File: config.mk
export PLATFORM = sky130hd
export DESIGN_NAME = sd_block_ctrl_flat
export DESIGN_NICKNAME = d
export VERILOG_FILES = /design/src/rtl/sd_ctrl_pkg.sv /design/src/rtl/sd_block_ctrl_if.sv /design/src/rtl/sd_byte_xfer.sv /design/src/rtl/sd_block_ctrl.sv /design/src/flat_wrapper.sv
export SDC_FILE = /design/constraint.sdc
export NUM_CORES = 1
export LEC_CHECK = 0
export CAP_MARGIN = 20
export CORE_ASPECT_RATIO = 0.5
export CORE_UTILIZATION = 50
export DETAILED_ROUTE_END_ITERATION = 8
export PLACE_DENSITY = 0.81
export SKIP_CTS_REPAIR_TIMING = 1
export SYNTH_ARGS = -nofsm -noshare
export SYNTH_HDL_FRONTEND = slang
export SYNTH_SLANG_ARGS = --single-unit
File: constraint.sdc
create_clock -name clk -period 3.2 [get_ports clk]
set_clock_uncertainty 0.05 [all_clocks]
set_input_delay 0.48 -clock clk [delete_from_list [all_inputs] [get_ports clk]]
set_output_delay 0.48 -clock clk [all_outputs]
set_load 0.01 [all_outputs]
File: src/rtl/sd_ctrl_pkg.sv
// Shared constants for the SPI-mode SD single-block engine: state codes,
// SD command/token bytes, error codes and the block-address helper.
package sd_ctrl_pkg;

    typedef logic [3:0] state_t;

    localparam state_t ST_IDLE   = 4'd0;
    localparam state_t ST_CMD    = 4'd1;
    localparam state_t ST_R1     = 4'd2;
    localparam state_t ST_GAP    = 4'd3;
    localparam state_t ST_TOKEN  = 4'd4;
    localparam state_t ST_DATA   = 4'd5;
    localparam state_t ST_CRC    = 4'd6;
    localparam state_t ST_RESP   = 4'd7;
    localparam state_t ST_BUSY   = 4'd8;
    localparam state_t ST_FINISH = 4'd9;

    localparam logic [7:0] CMD17       = 8'h51;
    localparam logic [7:0] CMD24       = 8'h58;
    localparam logic [7:0] TOKEN_START = 8'hFE;
    localparam logic [7:0] FILL_BYTE   = 8'hFF;

    localparam int BLOCK_LEN = 512;

    typedef enum logic [2:0] {
        ERR_NONE          = 3'd0,
        ERR_R1_TIMEOUT    = 3'd1,
        ERR_R1_STATUS     = 3'd2,
        ERR_TOKEN_TIMEOUT = 3'd3,
        ERR_TOKEN_ERROR   = 3'd4,
        ERR_WRITE_REJECT  = 3'd5,
        ERR_BUSY_TIMEOUT  = 3'd6
    } err_code_t;

    // Standard-capacity cards take a byte address, SDHC takes the block number.
    function automatic logic [31:0] sd_arg(input logic [31:0] lba, input logic high_cap);
        return high_cap ? lba : {lba[22:0], 9'd0};
    endfunction

endpackage

File: src/rtl/sd_block_ctrl_if.sv
// Host, data side-port and spiMaster signals of the SD block engine.
// slave is the engine's view, master is the surrounding system's view.
interface sd_block_ctrl_if;

    logic        start;
    logic        write;
    logic [31:0] lba;
    logic        high_cap;
    logic        busy;
    logic        done;
    logic        err;
    logic [2:0]  err_code;
    logic [7:0]  rd_data;
    logic        rd_valid;
    logic [7:0]  wr_data;
    logic        wr_take;
    logic        spi_send;
    logic [7:0]  spi_tx;
    logic [7:0]  spi_rx;
    logic        spi_avail;
    logic        spi_busy;
    logic        sd_cs;

    modport master (
        output start, write, lba, high_cap, wr_data, spi_rx, spi_avail, spi_busy,
        input  busy, done, err, err_code, rd_data, rd_valid, wr_take, spi_send, spi_tx, sd_cs
    );

    modport slave (
        input  start, write, lba, high_cap, wr_data, spi_rx, spi_avail, spi_busy,
        output busy, done, err, err_code, rd_data, rd_valid, wr_take, spi_send, spi_tx, sd_cs
    );

endinterface

File: src/rtl/sd_byte_xfer.sv
// One full-duplex byte exchange with spiMaster: latch tx on req, pulse send
// once spiMaster is idle, then return the received byte with a one-cycle ack.
module sd_byte_xfer (
    input  logic       clk,
    input  logic       rst,
    input  logic       req,
    input  logic [7:0] tx,
    output logic       ack,
    output logic [7:0] rx,
    output logic       spi_send,
    output logic [7:0] spi_tx,
    input  logic [7:0] spi_rx,
    input  logic       spi_avail,
    input  logic       spi_busy
);

    logic pending;
    logic inflight;

    // spi_send doubles as the guard for the cycle after a pulse, when spiMaster's busy flag may still read low.
    always_ff @(posedge clk) begin
        if (rst) begin
            pending  <= 1'b0;
            inflight <= 1'b0;
            ack      <= 1'b0;
            rx       <= 8'h00;
            spi_send <= 1'b0;
            spi_tx   <= 8'hFF;
        end else begin
            spi_send <= 1'b0;
            ack      <= 1'b0;
            if (req && !pending && !inflight) begin
                spi_tx  <= tx;
                pending <= 1'b1;
            end
            if (pending && !spi_busy && !spi_send) begin
                spi_send <= 1'b1;
                pending  <= 1'b0;
                inflight <= 1'b1;
            end
            if (inflight && !spi_send && spi_avail) begin
                rx       <= spi_rx;
                ack      <= 1'b1;
                inflight <= 1'b0;
            end
        end
    end

endmodule

File: src/rtl/sd_block_ctrl.sv
// SPI-mode SD single-block read (CMD17) / write (CMD24) sequencer driving the
// byte-level spiMaster; owns chip select for the whole transfer.
module sd_block_ctrl
    import sd_ctrl_pkg::*;
#(
    parameter int R1_POLLS    = 8,
    parameter int TOKEN_POLLS = 4096,
    parameter int BUSY_POLLS  = 65535
) (
    input logic           clk,
    input logic           rst,
    sd_block_ctrl_if.slave bus
);

    localparam logic [15:0] R1_LAST    = 16'(R1_POLLS - 1);
    localparam logic [15:0] TOKEN_LAST = 16'(TOKEN_POLLS - 1);
    localparam logic [15:0] BUSY_LAST  = 16'(BUSY_POLLS - 1);
    localparam logic [8:0]  DATA_LAST  = 9'(BLOCK_LEN - 1);

    state_t      state;
    err_code_t   err_code_r;
    logic        wr_op;
    logic [31:0] arg;
    logic        busy_r;
    logic        done_r;
    logic        err_r;
    logic        sd_cs_r;
    logic        wait_ack;
    logic        req;
    logic [7:0]  tx;
    logic [7:0]  tx_next;
    logic [8:0]  byte_cnt;
    logic [15:0] poll_cnt;
    logic        ack;
    logic [7:0]  rx;
    logic        spi_send;
    logic [7:0]  spi_tx;

    sd_byte_xfer xfer (
        .clk       (clk),
        .rst       (rst),
        .req       (req),
        .tx        (tx),
        .ack       (ack),
        .rx        (rx),
        .spi_send  (spi_send),
        .spi_tx    (spi_tx),
        .spi_rx    (bus.spi_rx),
        .spi_avail (bus.spi_avail),
        .spi_busy  (bus.spi_busy)
    );

    always_comb begin
        tx_next = FILL_BYTE;
        case (state)
            ST_CMD: begin
                case (byte_cnt[2:0])
                    3'd0:    tx_next = wr_op ? CMD24 : CMD17;
                    3'd1:    tx_next = arg[31:24];
                    3'd2:    tx_next = arg[23:16];
                    3'd3:    tx_next = arg[15:8];
                    3'd4:    tx_next = arg[7:0];
                    default: tx_next = FILL_BYTE;
                endcase
            end
            ST_TOKEN: if (wr_op) tx_next = TOKEN_START;
            ST_DATA:  if (wr_op) tx_next = bus.wr_data;
            default:  tx_next = FILL_BYTE;
        endcase
    end

    // Each non-idle state issues one exchange, then decides on its ack; every error lands in FINISH.
    always_ff @(posedge clk) begin
        if (rst) begin
            state      <= ST_IDLE;
            err_code_r <= ERR_NONE;
            wr_op      <= 1'b0;
            arg        <= 32'h0;
            busy_r     <= 1'b0;
            done_r     <= 1'b0;
            err_r      <= 1'b0;
            sd_cs_r    <= 1'b1;
            wait_ack   <= 1'b0;
            req        <= 1'b0;
            tx         <= FILL_BYTE;
            byte_cnt   <= 9'd0;
            poll_cnt   <= 16'd0;
        end else begin
            req    <= 1'b0;
            done_r <= 1'b0;
            if (state == ST_IDLE) begin
                if (bus.start && !done_r) begin
                    wr_op      <= bus.write;
                    arg        <= sd_arg(bus.lba, bus.high_cap);
                    busy_r     <= 1'b1;
                    sd_cs_r    <= 1'b0;
                    err_code_r <= ERR_NONE;
                    err_r      <= 1'b0;
                    state      <= ST_CMD;
                    byte_cnt   <= 9'd0;
                    poll_cnt   <= 16'd0;
                    wait_ack   <= 1'b0;
                end
            end else if (!wait_ack) begin
                req      <= 1'b1;
                tx       <= tx_next;
                wait_ack <= 1'b1;
            end else if (ack) begin
                wait_ack <= 1'b0;
                case (state)
                    ST_CMD: begin
                        if (byte_cnt == 9'd5) begin
                            state    <= ST_R1;
                            poll_cnt <= 16'd0;
                        end else begin
                            byte_cnt <= byte_cnt + 9'd1;
                        end
                    end
                    ST_R1: begin
                        if (!rx[7]) begin
                            if (rx != 8'h00) begin
                                err_code_r <= ERR_R1_STATUS;
                                state      <= ST_FINISH;
                            end else begin
                                state    <= wr_op ? ST_GAP : ST_TOKEN;
                                poll_cnt <= 16'd0;
                            end
                        end else if (poll_cnt == R1_LAST) begin
                            err_code_r <= ERR_R1_TIMEOUT;
                            state      <= ST_FINISH;
                        end else begin
                            poll_cnt <= poll_cnt + 16'd1;
                        end
                    end
                    ST_GAP: state <= ST_TOKEN;
                    ST_TOKEN: begin
                        if (wr_op || rx == TOKEN_START) begin
                            state    <= ST_DATA;
                            byte_cnt <= 9'd0;
                        end else if (rx[7:4] == 4'h0) begin
                            err_code_r <= ERR_TOKEN_ERROR;
                            state      <= ST_FINISH;
                        end else if (poll_cnt == TOKEN_LAST) begin
                            err_code_r <= ERR_TOKEN_TIMEOUT;
                            state      <= ST_FINISH;
                        end else begin
                            poll_cnt <= poll_cnt + 16'd1;
                        end
                    end
                    ST_DATA: begin
                        if (byte_cnt == DATA_LAST) begin
                            state    <= ST_CRC;
                            byte_cnt <= 9'd0;
                        end else begin
                            byte_cnt <= byte_cnt + 9'd1;
                        end
                    end
                    ST_CRC: begin
                        if (byte_cnt == 9'd1) state <= wr_op ? ST_RESP : ST_FINISH;
                        else byte_cnt <= byte_cnt + 9'd1;
                    end
                    ST_RESP: begin
                        if ((rx & 8'h1F) != 8'h05) begin
                            err_code_r <= ERR_WRITE_REJECT;
                            state      <= ST_FINISH;
                        end else begin
                            state    <= ST_BUSY;
                            poll_cnt <= 16'd0;
                        end
                    end
                    ST_BUSY: begin
                        if (rx != 8'h00) begin
                            state <= ST_FINISH;
                        end else if (poll_cnt == BUSY_LAST) begin
                            err_code_r <= ERR_BUSY_TIMEOUT;
                            state      <= ST_FINISH;
                        end else begin
                            poll_cnt <= poll_cnt + 16'd1;
                        end
                    end
                    ST_FINISH: begin
                        state   <= ST_IDLE;
                        busy_r  <= 1'b0;
                        sd_cs_r <= 1'b1;
                        done_r  <= 1'b1;
                        err_r   <= (err_code_r != ERR_NONE);
                    end
                    default: state <= ST_IDLE;
                endcase
            end
        end
    end

    assign bus.busy     = busy_r;
    assign bus.done     = done_r;
    assign bus.err      = err_r;
    assign bus.err_code = err_code_r;
    assign bus.sd_cs    = sd_cs_r;
    assign bus.spi_send = spi_send;
    assign bus.spi_tx   = spi_tx;
    assign bus.rd_data  = rx;
    assign bus.rd_valid = ack && (state == ST_DATA) && !wr_op;
    assign bus.wr_take  = spi_send && (state == ST_DATA) && wr_op;

endmodule

File: src/flat_wrapper.sv
// flat-port wrapper written by rule: the top's interface ports become plain ports
module sd_block_ctrl_flat import sd_ctrl_pkg::*;
#(
    parameter int R1_POLLS    = 8,
    parameter int TOKEN_POLLS = 4096,
    parameter int BUSY_POLLS  = 65535
)
  (clk, rst, bus_start, bus_write, bus_lba, bus_high_cap, bus_wr_data, bus_spi_rx, bus_spi_avail, bus_spi_busy, bus_busy, bus_done, bus_err, bus_err_code, bus_rd_data, bus_rd_valid, bus_wr_take, bus_spi_send, bus_spi_tx, bus_sd_cs);
  sd_block_ctrl_if bus_i ();
  input logic clk;
  input logic rst;
  input wire logic [$bits(bus_i.start)-1:0] bus_start;
  input wire logic [$bits(bus_i.write)-1:0] bus_write;
  input wire logic [$bits(bus_i.lba)-1:0] bus_lba;
  input wire logic [$bits(bus_i.high_cap)-1:0] bus_high_cap;
  input wire logic [$bits(bus_i.wr_data)-1:0] bus_wr_data;
  input wire logic [$bits(bus_i.spi_rx)-1:0] bus_spi_rx;
  input wire logic [$bits(bus_i.spi_avail)-1:0] bus_spi_avail;
  input wire logic [$bits(bus_i.spi_busy)-1:0] bus_spi_busy;
  output wire logic [$bits(bus_i.busy)-1:0] bus_busy;
  output wire logic [$bits(bus_i.done)-1:0] bus_done;
  output wire logic [$bits(bus_i.err)-1:0] bus_err;
  output wire logic [$bits(bus_i.err_code)-1:0] bus_err_code;
  output wire logic [$bits(bus_i.rd_data)-1:0] bus_rd_data;
  output wire logic [$bits(bus_i.rd_valid)-1:0] bus_rd_valid;
  output wire logic [$bits(bus_i.wr_take)-1:0] bus_wr_take;
  output wire logic [$bits(bus_i.spi_send)-1:0] bus_spi_send;
  output wire logic [$bits(bus_i.spi_tx)-1:0] bus_spi_tx;
  output wire logic [$bits(bus_i.sd_cs)-1:0] bus_sd_cs;
  assign bus_i.start = bus_start;
  assign bus_i.write = bus_write;
  assign bus_i.lba = bus_lba;
  assign bus_i.high_cap = bus_high_cap;
  assign bus_i.wr_data = bus_wr_data;
  assign bus_i.spi_rx = bus_spi_rx;
  assign bus_i.spi_avail = bus_spi_avail;
  assign bus_i.spi_busy = bus_spi_busy;
  assign bus_busy = bus_i.busy;
  assign bus_done = bus_i.done;
  assign bus_err = bus_i.err;
  assign bus_err_code = bus_i.err_code;
  assign bus_rd_data = bus_i.rd_data;
  assign bus_rd_valid = bus_i.rd_valid;
  assign bus_wr_take = bus_i.wr_take;
  assign bus_spi_send = bus_i.spi_send;
  assign bus_spi_tx = bus_i.spi_tx;
  assign bus_sd_cs = bus_i.sd_cs;
  sd_block_ctrl #(.R1_POLLS(R1_POLLS), .TOKEN_POLLS(TOKEN_POLLS), .BUSY_POLLS(BUSY_POLLS)) u_core (.clk(clk), .rst(rst), .bus(bus_i));
endmodule
==> metrics.yaml <==
synth_warnings: 0
post-route-min-period_ps: 2850
synth_edf_count: 0
grt_antenna_before_repair: 0
ys_ff_latch: 99
worst_setup_path_end_kind: "flip-flop"
grt_max_degree: 71
clk_path_buf_depth: 2
drt_iter0_markers: 444
start_util_pct: 51.9
path_class: "flip-flop to flip-flop"
netlist.area_leader.share_pct: 37.1
numCtsBuffers: 9
synth_cell_types: 67
power_density_nw_per_um2: 651
pre_cts_ws_ps: 379
dr.pass1.iters: 6
stdcell_count: 858
arrival_ps: 3080
gp_congestion: 0.885
grt_overflow_total: 0
drt_wl_total_mm: 13.9
slew_violations: 0
post_drt_wl_per_cell_um: 16.2
worst_pin_slew_ps: 933
core_um2: 10300
cts_root_buf: "clkbuf_16"
ys_top_cells_by_count: "99 x dfxtp_1, 77 x nor2_1, 69 x nand2_1"
period_share_pct: 89.1
fin_ws_ps: 348
ctsHtreeMaxLevel: 3
die_h_um: 75.1
path_clk_slew_ps: 70
pin_count: 81
rsz0062_at_grt: "no"
nNetsFinal: 777
nFillCells: 917
synth.avg_cell_area_um2: 8.09
final_core_util_pct: 63.4
worstSkewPairLatency_ps: 350
p_leak_nw: 2.44
critical_path_required_ps: 3430
area_growth_pct: 22.1
dieArea_um2: 11100
hold_class: "flip-flop to flip-flop"
relSlewSlack_pct: 37.7
ys_top_cells_by_area: "dfxtp_1 37%, mux2i_1 7.5%, nor2_1 5.4%, a21oi_1 5.0%, nand2_1 4.9%"
hold_violations: 0
n_antenna_cell: 0
setup-tns-final_ps: 0
syn_nets: 723
rr_worst_depth: 9
async_reset_ff_share_pct: 0
ant_nets: 0
dp_hpwl_mm: 9.73
max_cap_viol_count: 0
setup_viol: 0
route.detailed.drc: 0
die_w_um: 148
synth_flop_cell: "dfxtp_1"
crit_path_start_kind: "flip-flop"
first_global_vias: 4681
max_freq_mhz: 351
rows: 26
min_path_cells: 2
vias_per_cell: 5.97
syn-cell-area_um2: 5340
clock-sinks: 99
grt_pass1_wl_mm: 22.8
synthCells: 660
vias: 5124
drive_gt1_share_pct: 5.85
synth_most_common_cell: "dfxtp_1"
outcome: "complete, no violations"
synth_seq_area_share_pct: 37.1
peakVddDrop_mv: 0.276
synthDominantAreaCellType: "dfxtp_1"
critPathMaxFanout: 30
io_buffers: 80
dpl.cell_count: 843
grt_usage_pct: 25.8
cts_tree: "done"
kinds of logic (layout without fill, tap and decap cells):
logic type	after synthesis	after routing	share of synthesized area [%]
AOI/OAI and AO/OA	176	176	21.6
xor gates and xnor gates	7	7	1.15
adders and majority gates	8	8	1.88
buffers and inverters	59	117	4.57
DFF	99	99	37.1
muxes	41	41	7.78
and+or+nand+nor	270	270	25.9
critical path, stage by stage, from the launching register on:
cell,delay [ps]
dfxtp_1,330
inv_1,120
ha_1,190
or4b_4,490
or3_4,410
a21oi_4,180
o2111ai_2,110
buf_4,230
or4_1,500
a21oi_1,160
layout make-up:
type                            instances  area (um^2)  area share (%)
Clock buffer                           11          253            3.88
Sequential cell                        99         1980            30.4
Inverter                                8         30.0           0.461
Timing Repair Buffer                   94          901            13.8
Clock inverter                          4         56.3           0.864
Tap cell                              140          175            2.69
Multi-Input combinational cell        502         3120            47.9
cells in the final DEF (no fill, tap or decap), types with 8 or more instances in the layout:
| cell | synthesis | layout |
|---|---|---|
| clkbuf_16 | 0 | 9 |
| a21oi_1 | 53 | 53 |
| o21ai_0 | 42 | 42 |
| dfxtp_1 | 99 | 99 |
| and3_1 | 9 | 9 |
| mux2i_1 | 40 | 40 |
| nand2_1 | 69 | 69 |
| nor2_1 | 77 | 76 |
| nor2b_1 | 8 | 8 |
| nand2b_1 | 12 | 12 |
| ha_1 | 8 | 8 |
| buf_4 | 1 | 14 |
| a211oi_1 | 27 | 27 |
| inv_1 | 8 | 8 |
| nand3_1 | 24 | 24 |
| or4_1 | 14 | 14 |
| nor3_1 | 8 | 8 |
| clkdlybuf4s50_1 | 0 | 79 |
flip-flops by register name, summed over array words and instances (netlist names):
name	count
u_core.wait_ack	1
u_core.arg	32
u_core.byte_cnt	9
u_core.xfer.rx	8
u_core.poll_cnt	16
u_core.xfer.spi_tx	8
u_core.bus.err_code	3
u_core.state	4
u_core.req	1
u_core.tx	8
u_core.xfer.spi_send	1
u_core.xfer.inflight	1
u_core.xfer.pending	1
u_core.bus.err	1
u_core.xfer.ack	1
u_core.wr_op	1
u_core.bus.sd_cs	1
u_core.bus.done	1
u_core.bus.busy	1
path summary, 6_finish.rpt:
check	startpoint	to	slack, ps
worst max-delay path	u_core.byte_cnt[1]	u_core.poll_cnt[11]	350
worst min-delay path	u_core.arg[1]	u_core.arg[1]	410
worst max register to register	u_core.byte_cnt[1]	u_core.poll_cnt[11]	350
worst min register to register	u_core.arg[1]	u_core.arg[1]	410
layer usage:
metal	track usage [%]	wire (um)	vias up	part of all wire (%)
met5	0	0	-	0
met4	7.56	195	0	1.4
met3	6.06	659	17	4.7
met2	45.0	6590	126	47
met1	32.5	6450	2457	46
li1	-	-	2524	-
power by group:
part	total [W]	switching, W	internal, W	leakage (nW)
Combinational	0.00156	0.000951	0.000604	1.48
Sequential	0.00156	0.000135	0.00143	0.807
Clock	0.00113	0.000476	0.000651	0.153
per-stage QoR:
stage / hold WS, ps / total power, W / area (um^2)
6_report: 408 / 0.00424 / 6520
5_1_grt: 433 / 0.00450 / 6520
4_1_cts: 408 / 0.00424 / 6520
3_5_place_dp: 399 / 0.00311 / 6210
3_3_place_gp: 389 / 0.00307 / 6210
2_1_floorplan: 382 / 0.00267 / 5340
(Power assumes the default switching activity.)
